**src/rtl/hazard_pkg.sv**
```systemverilog
// Shared encodings for the EX hazard controller: forwarding selects and FSM states.
package hazard_pkg;

    typedef enum logic [1:0] {
        ST_RUN     = 2'd0,
        ST_LDSTALL = 2'd1,
        ST_BRFLUSH = 2'd2,
        ST_MEMWAIT = 2'd3
    } state_t;

    localparam logic [1:0] FWD_RF        = 2'd0;
    localparam logic [1:0] FWD_EXMEM_ALU = 2'd1;
    localparam logic [1:0] FWD_MEMWB_ALU = 2'd2;
    localparam logic [1:0] FWD_MEMWB_LD  = 2'd3;

endpackage

```
**src/rtl/fwd_select.sv**
```systemverilog
// Per-operand forwarding priority: youngest producer wins (EX ALU, then MEM ALU, then MEM load).
module fwd_select
    import hazard_pkg::*;
(
    input  logic [2:0] i_src,
    input  logic       i_used,
    input  logic       i_p2_alu_wr,
    input  logic [2:0] i_p2_alu_rd,
    input  logic       i_p3_alu_wr,
    input  logic [2:0] i_p3_alu_rd,
    input  logic       i_p3_ld_wr,
    input  logic [2:0] i_p3_mem_rd,
    output logic [1:0] o_sel
);

    always_comb begin
        o_sel = FWD_RF;
        if (!i_used)
            o_sel = FWD_RF;
        else if (i_p2_alu_wr && (i_p2_alu_rd == i_src))
            o_sel = FWD_EXMEM_ALU;
        else if (i_p3_alu_wr && (i_p3_alu_rd == i_src))
            o_sel = FWD_MEMWB_ALU;
        else if (i_p3_ld_wr && (i_p3_mem_rd == i_src))
            o_sel = FWD_MEMWB_LD;
    end

endmodule

```
**src/rtl/ex_hazard_ctrl.sv**
```systemverilog
// EX-stage hazard controller: registered forwarding selects, load-use stall,
// branch flush sequencing and memory-wait freeze for a dual-issue ALU/MEM pipe.
//
//   state      | meaning
//   RUN        | normal flow; load-use stall is raised combinationally here
//   LDSTALL    | one cycle after a load-use stall (bubble now in EX)
//   BRFLUSH    | remaining flush cycles after a taken branch, r_cnt = cycles left
//   MEMWAIT    | pipeline frozen by mem_busy; r_resume holds interrupted state
module ex_hazard_ctrl
    import hazard_pkg::*;
#(
    parameter int FLUSH_CYCLES = 2
) (
    input  logic       clk,
    input  logic       reset,
    input  logic       id_valid,
    input  logic [2:0] id_alu_rn,
    input  logic [2:0] id_alu_rm,
    input  logic [2:0] id_mem_rn,
    input  logic [2:0] id_mem_rd,
    input  logic       id_alu_rm_used,
    input  logic       id_mem_rd_used,
    input  logic       p2_alu_regWrite,
    input  logic       p2_mem_regWrite,
    input  logic       p2_memRead,
    input  logic [2:0] p2_alu_rd,
    input  logic [2:0] p2_mem_rd,
    input  logic       p3_alu_regWrite,
    input  logic       p3_mem_regWrite,
    input  logic       p3_memRead,
    input  logic [2:0] p3_alu_rd,
    input  logic [2:0] p3_mem_rd,
    input  logic       branch_taken,
    input  logic       mem_busy,
    output logic [1:0] f_alu_reg_rn_sel,
    output logic [1:0] f_alu_reg_rm_sel,
    output logic [1:0] f_mem_reg_rn_sel,
    output logic       f_mem_reg_rd_sel,
    output logic       pc_write,
    output logic       p1_regWrite,
    output logic       p2_regWrite,
    output logic       p3_pipeline_regWrite,
    output logic       ID_flush,
    output logic       EX_flush,
    output logic       busy
);

    // The branch cycle itself is the first flush cycle, so BRFLUSH owes one fewer.
    localparam logic [1:0] CNT_LOAD = 2'(FLUSH_CYCLES - 1);

    state_t     r_state;
    state_t     r_resume;
    logic [1:0] r_cnt;
    logic [1:0] r_rn_sel, r_rm_sel, r_mrn_sel;
    logic       r_mrd_sel;

    state_t     w_eff;
    state_t     w_state_nxt;
    state_t     w_resume_nxt;
    logic [1:0] w_cnt_nxt;
    logic [1:0] w_rn_sel, w_rm_sel, w_mrn_sel, w_mrd_sel;
    logic       w_p3_ld;
    logic       w_load_use;

    assign w_p3_ld = p3_memRead & p3_mem_regWrite;

    fwd_select u_fwd_alu_rn (
        .i_src(id_alu_rn), .i_used(1'b1),
        .i_p2_alu_wr(p2_alu_regWrite), .i_p2_alu_rd(p2_alu_rd),
        .i_p3_alu_wr(p3_alu_regWrite), .i_p3_alu_rd(p3_alu_rd),
        .i_p3_ld_wr(w_p3_ld), .i_p3_mem_rd(p3_mem_rd),
        .o_sel(w_rn_sel)
    );

    fwd_select u_fwd_alu_rm (
        .i_src(id_alu_rm), .i_used(1'b1),
        .i_p2_alu_wr(p2_alu_regWrite), .i_p2_alu_rd(p2_alu_rd),
        .i_p3_alu_wr(p3_alu_regWrite), .i_p3_alu_rd(p3_alu_rd),
        .i_p3_ld_wr(w_p3_ld), .i_p3_mem_rd(p3_mem_rd),
        .o_sel(w_rm_sel)
    );

    fwd_select u_fwd_mem_rn (
        .i_src(id_mem_rn), .i_used(1'b1),
        .i_p2_alu_wr(p2_alu_regWrite), .i_p2_alu_rd(p2_alu_rd),
        .i_p3_alu_wr(p3_alu_regWrite), .i_p3_alu_rd(p3_alu_rd),
        .i_p3_ld_wr(w_p3_ld), .i_p3_mem_rd(p3_mem_rd),
        .o_sel(w_mrn_sel)
    );

    // Store data only has an EX/MEM bypass; the other priorities are ignored.
    fwd_select u_fwd_mem_rd (
        .i_src(id_mem_rd), .i_used(id_mem_rd_used),
        .i_p2_alu_wr(p2_alu_regWrite), .i_p2_alu_rd(p2_alu_rd),
        .i_p3_alu_wr(p3_alu_regWrite), .i_p3_alu_rd(p3_alu_rd),
        .i_p3_ld_wr(w_p3_ld), .i_p3_mem_rd(p3_mem_rd),
        .o_sel(w_mrd_sel)
    );

    assign w_load_use = id_valid & p2_memRead & p2_mem_regWrite &
                        ((p2_mem_rd == id_alu_rn) ||
                         (id_alu_rm_used && (p2_mem_rd == id_alu_rm)) ||
                         (p2_mem_rd == id_mem_rn) ||
                         (id_mem_rd_used && (p2_mem_rd == id_mem_rd)));

    always_ff @(posedge clk) begin
        if (reset) begin
            r_state  <= ST_RUN;
            r_resume <= ST_RUN;
            r_cnt    <= 2'd0;
        end else begin
            r_state  <= w_state_nxt;
            r_resume <= w_resume_nxt;
            r_cnt    <= w_cnt_nxt;
        end
    end

    // Leaving MEMWAIT acts as the resumed state in the same cycle, so no dead cycle.
    always_comb begin
        w_eff                = (r_state == ST_MEMWAIT) ? r_resume : r_state;
        w_state_nxt          = w_eff;
        w_resume_nxt         = r_resume;
        w_cnt_nxt            = r_cnt;
        pc_write             = 1'b1;
        p1_regWrite          = 1'b1;
        p2_regWrite          = 1'b1;
        p3_pipeline_regWrite = 1'b1;
        ID_flush             = 1'b0;
        EX_flush             = 1'b0;
        if (mem_busy) begin
            pc_write             = 1'b0;
            p1_regWrite          = 1'b0;
            p2_regWrite          = 1'b0;
            p3_pipeline_regWrite = 1'b0;
            w_state_nxt          = ST_MEMWAIT;
            w_resume_nxt         = w_eff;
        end else if (branch_taken) begin
            ID_flush    = 1'b1;
            EX_flush    = 1'b1;
            w_cnt_nxt   = CNT_LOAD;
            w_state_nxt = (FLUSH_CYCLES > 1) ? ST_BRFLUSH : ST_RUN;
        end else begin
            case (w_eff)
                ST_RUN: begin
                    if (w_load_use) begin
                        pc_write    = 1'b0;
                        p1_regWrite = 1'b0;
                        ID_flush    = 1'b1;
                        w_state_nxt = ST_LDSTALL;
                    end
                end
                ST_LDSTALL: w_state_nxt = ST_RUN;
                ST_BRFLUSH: begin
                    ID_flush = 1'b1;
                    EX_flush = 1'b1;
                    if (r_cnt <= 2'd1) begin
                        w_cnt_nxt   = 2'd0;
                        w_state_nxt = ST_RUN;
                    end else begin
                        w_cnt_nxt = r_cnt - 2'd1;
                    end
                end
                default: w_state_nxt = ST_RUN;
            endcase
        end
    end

    always_ff @(posedge clk) begin
        if (reset) begin
            r_rn_sel  <= FWD_RF;
            r_rm_sel  <= FWD_RF;
            r_mrn_sel <= FWD_RF;
            r_mrd_sel <= 1'b0;
        end else if (p2_regWrite) begin
            if (ID_flush) begin
                r_rn_sel  <= FWD_RF;
                r_rm_sel  <= FWD_RF;
                r_mrn_sel <= FWD_RF;
                r_mrd_sel <= 1'b0;
            end else begin
                r_rn_sel  <= w_rn_sel;
                r_rm_sel  <= w_rm_sel;
                r_mrn_sel <= w_mrn_sel;
                r_mrd_sel <= (w_mrd_sel == FWD_EXMEM_ALU);
            end
        end
    end

    assign f_alu_reg_rn_sel = r_rn_sel;
    assign f_alu_reg_rm_sel = r_rm_sel;
    assign f_mem_reg_rn_sel = r_mrn_sel;
    assign f_mem_reg_rd_sel = r_mrd_sel;
    assign busy             = (r_state != ST_RUN);

endmodule

```
**config.mk**
```make
export PLATFORM = sky130hd
export DESIGN_NAME = ex_hazard_ctrl
export DESIGN_NICKNAME = d
export VERILOG_FILES = /design/src/rtl/hazard_pkg.sv /design/src/rtl/fwd_select.sv /design/src/rtl/ex_hazard_ctrl.sv
export SDC_FILE = /design/constraint.sdc
export NUM_CORES = 1
export LEC_CHECK = 0
export ABC_AREA = 1
export CAP_MARGIN = 30
export CORE_AREA = 2 2 76 42
export CTS_BUF_LIST = sky130_fd_sc_hd__clkbuf_8
export DETAILED_ROUTE_END_ITERATION = 8
export DIE_AREA = 0 0 78 44
export GPL_ROUTABILITY_DRIVEN = 0
export PLACE_DENSITY = 0.85
export SLEW_MARGIN = 10
export SYNTH_ARGS = -nofsm -noshare
export SYNTH_HDL_FRONTEND = slang
export SYNTH_SLANG_ARGS = --single-unit
```
**constraint.sdc**
```tcl
create_clock -name clk -period 3 [get_ports clk]
set_input_delay 0.45 -clock clk [delete_from_list [all_inputs] [get_ports clk]]
set_output_delay 0.45 -clock clk [all_outputs]
set_load 0.01 [all_outputs]
```
[Word-level counts from Yosys, hierarchy flattened]
Cells that the tools add are included.
Storage, ports and cells
  bits in registers: 13
  bits in latches: 0
  memory bits (writable): 0
  bits in read-only memories: 0
  input port bits: 37
  output and inout port bits: 14
  memories: 0
Cells by class
  add/sub/neg operators: 1
  $mul: 0
  div/mod/pow operators: 0
  $lt $le $gt $ge: 1
  equal/unequal tests: 19
  shifts and indexed selects: 0
  mux-type cells: 38
  bitwise logic cells: 5
  reductions and logical operators: 21
Operators with widths (number)
  3-bit == test: 16
  2-bit 2-to-1 mux: 24
  1-bit logical AND: 14
  1-bit 2-to-1 mux: 12
  1-bit bitwise AND: 4
  2-bit == test (second input constant): 2
  2-bit one-hot mux with 2 select lines: 1
  2-bit nonzero test: 2
  1-bit logical OR: 3
  2-bit by 1-bit == test with 1-bit output (second input constant): 1
  2-bit by 1-bit <= comparator with 1-bit output (second input constant): 1
  2-bit zero test: 1
  1-bit one-hot mux with 2 select lines: 1
  2-bit AND reduction: 1
  2-bit by 1-bit subtractor with 2-bit output (second input constant): 1
  1-bit inverter: 1

[Longest topological paths before layout]
  depth in word-level cells: 11
  gate-level depth with buffers: 12

[Modules after synthesis]
A second synthesis with hierarchy kept.
Unflattened totals
  cell total of the unflattened synthesis: 329
  area, all modules: 1677.9 um2
Modules (own cells, without submodules)
  ex_hazard_ctrl: instances 1, cells each 141, area each 857.1 um2, seq. area each 260.2 um2
  fwd_select: instances 4, cells each 47, area each 205.2 um2, seq. area each 0.0 um2

[Worst setup path after synthesis]
OpenSTA, ideal clock, no wires.
  path type: in2out
  start: in id_alu_rm[1]
  end: out pc_write
  data arrival time: 1.327 ns
  required time: 2.550 ns
  path slack: 1.223 ns
  stages: 11
  path buffers: 2
  cell sequence: buf_4 inv_2 a21oi_1 nand2_1 nor2_1 nor2_2 nand2_2 nand3_1 nand2_1 inv_1 buf_4
Between the ends
  cells in the longest elaborated chain, start to end: 10
Ends and longest elaborated chain
  start: declaration: RTL line ex_hazard_ctrl.sv:18  | input logic [2:0] id_alu_rm,
  3-bit == test: RTL line ex_hazard_ctrl.sv:102  | (id_alu_rm_used && (p2_mem_rd == id_alu_rm)) ||
  1-bit logical AND: RTL line ex_hazard_ctrl.sv:102
  1-bit logical OR: RTL line ex_hazard_ctrl.sv:101  | ((p2_mem_rd == id_alu_rn) ||
  1-bit logical OR: RTL line ex_hazard_ctrl.sv:102
  1-bit logical OR: RTL line ex_hazard_ctrl.sv:103  | (p2_mem_rd == id_mem_rn) ||
  1-bit bitwise AND: RTL line ex_hazard_ctrl.sv:100  | assign w_load_use = id_valid & p2_memRead & p2_mem_regWrite &
  1-bit 2-to-1 mux (4 in series)
  end: declaration: RTL line ex_hazard_ctrl.sv:39  | output logic pc_write,
Every way passes these cells.

[Worst setup path in the final report]
  start: in p2_mem_rd[2]
  end: out p1_regWrite
Between the ends
  cells in the longest elaborated chain, start to end: 10
Ends and longest elaborated chain
  start: declaration: RTL line ex_hazard_ctrl.sv:27  | input logic [2:0] p2_mem_rd,
  3-bit == test: RTL line ex_hazard_ctrl.sv:102
  1-bit logical AND: RTL line ex_hazard_ctrl.sv:102
  1-bit logical OR: RTL line ex_hazard_ctrl.sv:101
  1-bit logical OR: RTL line ex_hazard_ctrl.sv:102
  1-bit logical OR (*): RTL line ex_hazard_ctrl.sv:103
  1-bit bitwise AND (*): RTL line ex_hazard_ctrl.sv:100
  1-bit 2-to-1 mux (*): RTL line ex_hazard_ctrl.sv:145  | if (w_load_use) begin
  1-bit 2-to-1 mux (*): RTL line ex_hazard_ctrl.sv:143  | case (w_eff)
  1-bit 2-to-1 mux (*): RTL line ex_hazard_ctrl.sv:137  | end else if (branch_taken) begin
  1-bit 2-to-1 mux (*): RTL line ex_hazard_ctrl.sv:130  | if (mem_busy) begin
  end: declaration: RTL line ex_hazard_ctrl.sv:40  | output logic p1_regWrite,
Every way passes the cells marked *; elsewhere a longest branch is shown, timed or not.

==> results.json <==
{
  "grt_pass1_vias": 1381,
  "drc": 0,
  "grt_usage_pct": 25.1,
  "ios": 51,
  "cp-start-kind": "input pin",
  "fin_crit_sh_pct": 92.9,
  "switching_share_pct": 32.5,
  "cts_tree": "yes",
  "power_frac_comb_pct": 39.0,
  "overflow": 0,
  "cts_max_level": 1,
  "status": "complete, no violations",
  "hold_buffers": 0,
  "p_int_uw": 379,
  "syn_inst": 233,
  "drt_first_pass_iters": 4,
  "ys_types": 25,
  "setup_viol": 0,
  "cts_buffers": 3,
  "max-slew-margin-rel_pct": 75.6,
  "yosys_register_bits": 13,
  "max_cap_violations": 0,
  "setup_slack_ns": 0.212,
  "cts_sinks": 13,
  "numPortBuffers": 50,
  "wl_per_cell_um": 12.1,
  "crit_path_max_fanout": 5,
  "syn_area_um2": 1300,
  "num_vias": 1608,
  "ctsResizeCount": 0,
  "dieArea_um2": 3430,
  "syn_to_final_growth_pct": 46.9,
  "mostFrequentLayoutCells": "nand2_1 (87), clkdlybuf4s50_1 (50), inv_1 (22), nor2_1 (22), dfxtp_1 (13)",
  "powerDensity_nw_per_um2": 294,
  "final_common_cell": "nand2_1",
  "pre_cts_slack_ns": 0.225,
  "seq_area_um2": 260,
  "grt_max_degree": 12,
  "clock.fmax_mhz": 359,
  "crit_required_ns": 2.55,
  "seq_area_frac_synth_pct": 20.0,
  "die_x_um": 78,
  "grt_setup_unrepaired": "false",
  "dp_hpwl_um": 3270,
  "start_util_pct": 46.4,
  "grt_pass1_wl_um": 6600,
  "rows": 14,
  "period_needed_ns": 2.79,
  "clk_path_buf_depth": 2,
  "end_kind": "output pin",
  "setup_tns_ns": 0,
  "finalClockSkew_ns": 0.00662,
  "worstSkewPairLatency_ns": 0.25,
  "tightest_slew_ns": 0.365,
  "diodes": 0,
  "hp-class": "register to register",
  "reg2reg_depth": 8,
  "final-max-slew-violation-count": 0,
  "hold_viol": 0,
  "via_per_inst": 4.90,
  "cts_root_buf": "clkbuf_8",
  "whs_path_depth": 2,
  "post-cts-setup-buffer-count": 0,
  "peakVddDrop_mv": 0.229,
  "drtIter0Drc": 146,
  "ys_warn_count": 0,
  "synth.net_count": 270,
  "avgSynthCellArea_um2": 5.58,
  "drive_above_1_share_pct": 12.8,
  "core_area_um2": 2800,
  "detail-route-antenna-nets": 0,
  "fin_nets": 326,
  "critPathKind": "input pin to output pin",
  "antenna_found_initial": 0,
  "fillCellCount": 262,
  "die_h_um": 44,
  "routed_wl_um": 3970,
  "p_seq_share_pct": 33.0,
  "clockPowerShare_pct": 28.1,
  "arrival_ns": 2.34,
  "p_sw_uw": 182,
  "multi_input_comb_area_um2": 882,
  "clkTransAtPathRegs_ns": 0.06,
  "p_leak_nw": 0.915
}
## worst max-delay path, stage by stage
cell             delay (ns)
clkdlybuf4s50_1        0.61
inv_1                  0.13
nand2_1                0.08
nand2_1                0.05
nand2_1                0.06
nor2_1                 0.05
nor2_2                 0.10
nand2_2                0.07
nand3_1                0.09
nand2_1                0.06
inv_1                  0.06
clkdlybuf4s50_1        0.53
## power groups by stage
stage | registers (mW) | logic [mW] | clock network, mW
after global routing | 0.186 | 0.242 | 0.169
final | 0.185 | 0.219 | 0.158
after floorplan | 0.189 | 0.108 | 0
after CTS | 0.185 | 0.217 | 0.158
after global placement | 0.188 | 0.213 | 0
after detailed placement | 0.188 | 0.216 | 0
## area by class of cell
type                       instances  share of cell area, %
multi-input combinational        181                   46.1
timing repair buffer              56                   28.5
sequential                        13                   13.6
inverter                          34                   6.68
tap                               40                   2.62
clock buffer                       3                   2.16
clock inverter                     1                  0.262
## Yosys cell counts (all sizes together)
library cell / number / share of area [%]
a21o: 3 / 1.7
a21oi: 12 / 4.6
a31oi: 1 / 0.48
buf: 4 / 2.1
clkbuf: 1 / 0.29
clkinv: 2 / 0.58
dfxtp: 13 / 20
inv: 32 / 9.2
nand2: 89 / 26
nand3: 12 / 5.0
nand4: 1 / 0.48
nor2: 32 / 11
nor3b: 1 / 0.96
o211ai: 3 / 1.7
o21ai: 13 / 5.9
o31ai: 1 / 0.58
xnor2: 6 / 4.0
xor2: 7 / 4.7
## kinds of logic after synthesis
kind of cell,Yosys count,synth area share [%]
AND/OR/NAND/NOR,135,44.0
buffers and inverters,39,12.2
AO/OA/AOI/OAI,33,15.0
XOR/XNOR,13,8.75
flip-flops,13,20.0
## routing by layer
| metal | wire [um] | GRT usage (%) | vias up |
|---|---|---|---|
| li1 | - | - | 833 |
| met1 | 1980 | 37.5 | 696 |
| met2 | 1500 | 33.4 | 74 |
| met3 | 458 | 8.96 | 5 |
| met4 | 31 | 6.67 | 0 |
| met5 | 0 | 0 | - |
## final timing paths
| path | end | start | slack, ns |
|---|---|---|---|
| max reg2reg | f_mem_reg_rd_sel$_SDFFE_PP0N_ | r_state[0]$_SDFF_PP0_ | 1.63 |
| min reg2reg | r_cnt[0]$_SDFFE_PP0P_ | r_cnt[0]$_SDFFE_PP0P_ | 0.48 |
| min | r_cnt[0]$_SDFFE_PP0P_ | r_cnt[0]$_SDFFE_PP0P_ | 0.48 |
| max | p1_regWrite | p2_mem_rd[2] | 0.21 |
## per-stage QoR
stage | cell area (um2) | std cells | hold slack [ns] | total power, mW | utilization, %
after global routing | 1910 | 328 | 0.518 | 0.597 | 68.2
after floorplan | 1300 | 233 | 0.445 | 0.297 | -
final | 1910 | 328 | 0.479 | 0.561 | 68.2
after detailed placement | 1870 | 324 | 0.474 | 0.404 | 66.6
after global placement | 1870 | 324 | 0.463 | 0.401 | 66.6
after CTS | 1910 | 328 | 0.484 | 0.559 | 68.2
## flip-flops by register name, indices dropped and copies added (netlist names)
signal,flops
f_alu_reg_rm_sel,2
r_resume,2
f_mem_reg_rn_sel,2
f_mem_reg_rd_sel,1
r_cnt,2
r_state,2
f_alu_reg_rn_sel,2
Note: power is estimated with default switching activity, not from simulation.
